--- config.mk ---
export PLATFORM = sky130hd
export DESIGN_NAME = ysyx_23060191_ifu_fetch
export DESIGN_NICKNAME = d
export VERILOG_FILES = /design/src/rtl/ysyx_23060191_ifu_fetch.sv
export SDC_FILE = /design/constraint.sdc
export NUM_CORES = 1
export LEC_CHECK = 0
export BUFFER_PORTS_ARGS = -buffer_cell sky130_fd_sc_hd__buf_2
export CAP_MARGIN = 20
export CORE_MARGIN = 8
export CORE_UTILIZATION = 35
export CTS_BUF_LIST = sky130_fd_sc_hd__clkbuf_4 sky130_fd_sc_hd__clkbuf_8
export DETAILED_ROUTE_END_ITERATION = 10
export GPL_TIMING_DRIVEN = 1
export PLACE_DENSITY_LB_ADDON = 0.25
export RECOVER_POWER = 50
export SYNTH_ARGS = -nofsm -noshare
export SYNTH_HDL_FRONTEND = slang
export SYNTH_SLANG_ARGS = --single-unit
--- constraint.sdc ---
create_clock -name clk -period 3.24 [get_ports clk]
set_clock_uncertainty 0.2 [all_clocks]
set_input_delay 0.324 -clock clk [delete_from_list [all_inputs] [get_ports clk]]
set_output_delay 0.324 -clock clk [all_outputs]
set_load 0.01 [all_outputs]
--- src/rtl/ysyx_23060191_ifu_fetch.sv ---
// Instruction-fetch controller. It owns the architectural PC and keeps at most
// one fetch outstanding on the instruction-memory port. It presents the returned
// word to the IDU over a valid/ready handshake. A redirect replaces the PC at
// once, and any fetch that is still in flight is marked as killed.
module ysyx_23060191_ifu_fetch #(
    parameter int unsigned          CPU_WIDTH = 32,
    parameter logic [CPU_WIDTH-1:0] RESET_PC  = 32'h8000_0000
) (
    input  logic                 clk,
    input  logic                 rst_n,
    output logic                 mem_req_valid,
    input  logic                 mem_req_ready,
    output logic [CPU_WIDTH-1:0] mem_addr,
    input  logic                 mem_rsp_valid,
    input  logic [CPU_WIDTH-1:0] mem_rsp_data,
    output logic                 inst_valid,
    input  logic                 inst_ready,
    output logic [CPU_WIDTH-1:0] inst,
    output logic [CPU_WIDTH-1:0] inst_pc,
    input  logic                 redirect_valid,
    input  logic [CPU_WIDTH-1:0] redirect_pc,
    output logic [31:0]          fetch_cnt
);

    typedef enum logic [1:0] {
        IDLE = 2'd0,
        REQ  = 2'd1,
        WAIT = 2'd2,
        HOLD = 2'd3
    } state_e;

    state_e               state_q, state_d;
    logic [CPU_WIDTH-1:0] pc_q, pc_d;
    logic [CPU_WIDTH-1:0] inst_q, inst_d;
    logic [CPU_WIDTH-1:0] inst_pc_q, inst_pc_d;
    logic                 kill_q, kill_d;
    logic [31:0]          fetch_cnt_q, fetch_cnt_d;

    // Redirect targets are always word aligned, so the low two bits are dropped.
    logic [CPU_WIDTH-1:0] redirect_tgt;
    logic [CPU_WIDTH-1:0] pc_plus4;

    assign redirect_tgt = {redirect_pc[CPU_WIDTH-1:2], 2'b00};
    assign pc_plus4     = pc_q + CPU_WIDTH'(4);

    // State register: every piece of fetch state updates on the rising edge.
    always_ff @(posedge clk or negedge rst_n) begin
        if (!rst_n) begin
            state_q     <= IDLE;
            pc_q        <= RESET_PC;
            inst_q      <= '0;
            inst_pc_q   <= '0;
            kill_q      <= 1'b0;
            fetch_cnt_q <= '0;
        end else begin
            // NOTE: non-blocking assignments here, so that every register samples
            // the values from before the edge, whatever order they are written in.
            state_q     <= state_d;
            pc_q        <= pc_d;
            inst_q      <= inst_d;
            inst_pc_q   <= inst_pc_d;
            kill_q      <= kill_d;
            fetch_cnt_q <= fetch_cnt_d;
        end
    end

    // Next-state logic. A redirect takes priority over the normal PC update.
    always_comb begin
        // NOTE: every target gets a hold-value default first, so no path through
        // the case statement can leave one unassigned and infer a latch.
        state_d     = state_q;
        pc_d        = pc_q;
        inst_d      = inst_q;
        inst_pc_d   = inst_pc_q;
        kill_d      = kill_q;
        fetch_cnt_d = fetch_cnt_q;

        unique case (state_q)
            IDLE: begin
                state_d = REQ;
                if (redirect_valid) pc_d = redirect_tgt;
            end
            REQ: begin
                if (redirect_valid) pc_d = redirect_tgt;
                if (mem_req_ready) begin
                    state_d = WAIT;
                    // The request just accepted carries the old address.
                    kill_d  = redirect_valid;
                end
            end
            WAIT: begin
                if (mem_rsp_valid) begin
                    kill_d = 1'b0;
                    if (kill_q || redirect_valid) begin
                        state_d = REQ;
                        if (redirect_valid) pc_d = redirect_tgt;
                    end else begin
                        state_d   = HOLD;
                        inst_d    = mem_rsp_data;
                        inst_pc_d = pc_q;
                    end
                end else if (redirect_valid) begin
                    kill_d = 1'b1;
                    pc_d   = redirect_tgt;
                end
            end
            HOLD: begin
                if (inst_ready) begin
                    state_d     = REQ;
                    fetch_cnt_d = fetch_cnt_q + 32'd1;
                    pc_d        = redirect_valid ? redirect_tgt : pc_plus4;
                end else if (redirect_valid) begin
                    // The held instruction is on the wrong path, so drop it.
                    state_d = REQ;
                    pc_d    = redirect_tgt;
                end
            end
            default: state_d = IDLE;
        endcase
    end

    // Output logic: both handshake valids are decoded straight from the registered state.
    always_comb begin
        mem_req_valid = (state_q == REQ);
        inst_valid    = (state_q == HOLD);
        mem_addr      = pc_q;
        inst          = inst_q;
        inst_pc       = inst_pc_q;
        fetch_cnt     = fetch_cnt_q;
    end

endmodule

==> impl_metrics.toml <==
[status]
status = "complete, but fails checks"
failed_checks = "capacitance limit, slew limit"

[clock_network]
cts_resized = 0
cts.sinks = 131
post_cts_buffers = 0
clock_path_buffers = 2
clk_latency_ps = 420
numCtsBuffers = 17
cts_tree = "done"
cts_hold_buf = 62
cts.htree.levels = 4
clock-root-buffer = "clkbuf_8"
cts.clk_slew.worst_paths_ps = 70

[timing]
slew_viol_final = 109
tightest_slew_ps = 1613
hold_viol_final = 0
period_minus_slack_ps = 2554
setup_tns_ps = 0
max_freq_mhz = 391.5
rsz0062_at_grt = "no"
slew_headroom_pct = -7.554
finalCritPeriodShare_pct = 78.84
timing.hold.ws_ps = 73.69
setup_viol = 0

[final_layout]
drive_gt1_share_pct = 29.27
layout_commonest_cell = "dfrtp_1"
final_cell_mix = "dfrtp_1 (130), buf_2 (109), clkbuf_1 (88)"
stdcell_area_um2 = 7974
area_growth_syn_to_layout_pct = 36.79
diodes = 0
nNetsFinal = 835

[detailed_routing]
vias_per_cell = 4.733
drtAntennaViolNets = 0
dr.pass1.iters = 4
wire_per_inst_um = 15.89
drc = 0
drt_wl_total_mm = 15.76
num_vias = 4695
drt_iter0_drc = 137

[worst_hold_path]
hold_class = "in2reg"
hp-start = "mem_req_ready"

[power_and_ir_drop]
p_leak_nw = 3.686
netSwitchingFraction_pct = 32.20
p_switching_mw = 1.641
power.internal_mw = 3.455
clkPwrFrac_pct = 26.6
combPwrFrac_pct = 26.9
power.density_nw_per_um2 = 639.2
power.total_mw = 5.097
p_seq_share_pct = 46.5
peakVddDrop_uv = 314.0

[yosys]
synth_area_um2 = 5829
synth-main-ff-cell = "dfrtp_1"
synth_top_area_share_pct = 55.81
postSynthAreaPerCell_um2 = 11.90
ys_ff_latch = 131
yosys-top-cells-area = "dfrtp_1 (56%), mux2_2 (13%), xor2_1 (4.1%)"
synthCells = 490
yosysUniqueCellTypes = 48
syn_nets = 566
yosysTopAreaCell = "dfrtp_1"
synth_edf_count = 0
yosys_warnings = 0
synth-async-reset-ratio_pct = 100.0
ys_seq_area_share_pct = 56.26

[critical_path]
cp-start-kind = "flip-flop"
crit_fanout = 7
cp.arrival_ps = 2600
path_class = "reg2reg"
required_ps = 3290
rr_startpoint = "state_q[0]"
end_kind = "flip-flop"
critPathLaunch = "state_q[0]"

[placed_design]
postPlaceCellArea_um2 = 7087
gp_congestion = 0.7796
port_buffers = 197
dp_hpwl_mm = 11.43

[floorplan]
ios = 200
core_um2 = 16410
die_h_um = 145.1
die_x_um = 145.1
die_area_um2 = 21040
start_util_pct = 35.53
num_rows = 47

[run]
drv_cap = 2

[global_route]
first_global_vias = 5183
grt_max_degree = 66
grt_use_total_pct = 15.43
grt_pass1_wl_mm = 26.68
antenna_found_initial = 0
overflow = 0
## power groups by stage
stage / registers, mW / clock network (mW) / logic [mW]
6_report: 2.37 / 1.35 / 1.37
5_1_grt: 2.45 / 1.48 / 1.53
4_1_cts: 2.36 / 1.41 / 1.50
3_5_place_dp: 2.39 / 0 / 1.44
3_3_place_gp: 2.36 / 0 / 1.41
2_1_floorplan: 2.57 / 0 / 0.568
## metrics by stage
step | cells | setup WS, ps | utilization, %
6_report | 992 | 685.5 | 48.60
3_3_place_gp | 898 | 754.5 | 43.19
4_1_cts | 992 | 681.2 | 49.37
3_5_place_dp | 898 | 713.1 | 43.19
2_1_floorplan | 490 | 1068 | -
5_1_grt | 992 | 361.8 | 48.60
## cells in the mapped netlist, types with 3 or more instances
master    number
xnor2_1       23
buf_2          6
nor3b_1        3
nor2_1        25
mux2_2        66
mux2i_1        3
dfrtp_1      130
and2_1         3
xor2_1        27
nor3_1        10
o21ai_0       21
clkbuf_1       7
o211ai_1       6
or3_1          3
inv_1         14
ha_1           6
nand3_1       35
nand2_1       48
nor2b_1        3
nand4_1       12
and4_1         4
and3_1         6
## cell type report
cell class              count  area (µm²)
fillers                  1587        8433
flip-flops and latches    131        3279
multi-input cells         331        2437
repair buffers            264        1536
clock buffers              24       317.8
well taps                 220       275.3
clock inverters             8       75.07
inverters                  14       52.55
## critical path: stages (launching register included)
cell and delay, ps:
dfrtp_1 410, inv_1 80, ha_1 270, and3b_1 310, nor4_1 720, nand3_1 170
xor2_1 160, o21ai_1 70
## cells by family (layout without fill, tap and decap cells)
logic type / count (synthesis) / count (layout) / synth area share [%]
multiplexers: 70 / 70 / 13.46
buffers and inverters: 28 / 310 / 2.061
adder cells (fa/ha/maj): 6 / 6 / 1.288
XOR/XNOR: 50 / 50 / 7.512
flip-flops: 131 / 131 / 56.26
AO/OA/AOI/OAI: 38 / 38 / 3.928
AND/OR/NAND/NOR: 167 / 167 / 15.50
## registers in the layout, indices dropped and copies added, names as in the netlist
| name | flops |
|---|---|
| kill_q | 1 |
| mem_addr | 32 |
| inst_pc | 32 |
| inst | 32 |
| state_q | 2 |
| fetch_cnt | 32 |
## path summary, 6_finish.rpt
path                       cells after the start       endpoint  slack, ps
max                                            7   mem_addr[11]        690
min                                            4         kill_q         70
max reg2reg                                    7   mem_addr[11]        690
min reg2reg                                    1  fetch_cnt[31]        270
max in group asynchronous                      3        inst[5]        770
min in group asynchronous                      2  fetch_cnt[15]        620
## layer usage
| layer | vias up | share of wire (%) | track usage (%) |
|---|---|---|---|
| met5 | - | 0 | 0 |
| met4 | 0 | 1.0 | 4.945 |
| met3 | 12 | 6.1 | 5.100 |
| met2 | 133 | 49 | 26.12 |
| met1 | 2289 | 44 | 18.17 |
| li1 | 2261 | - | - |
Note: power is estimated with default switching activity, not from simulation.
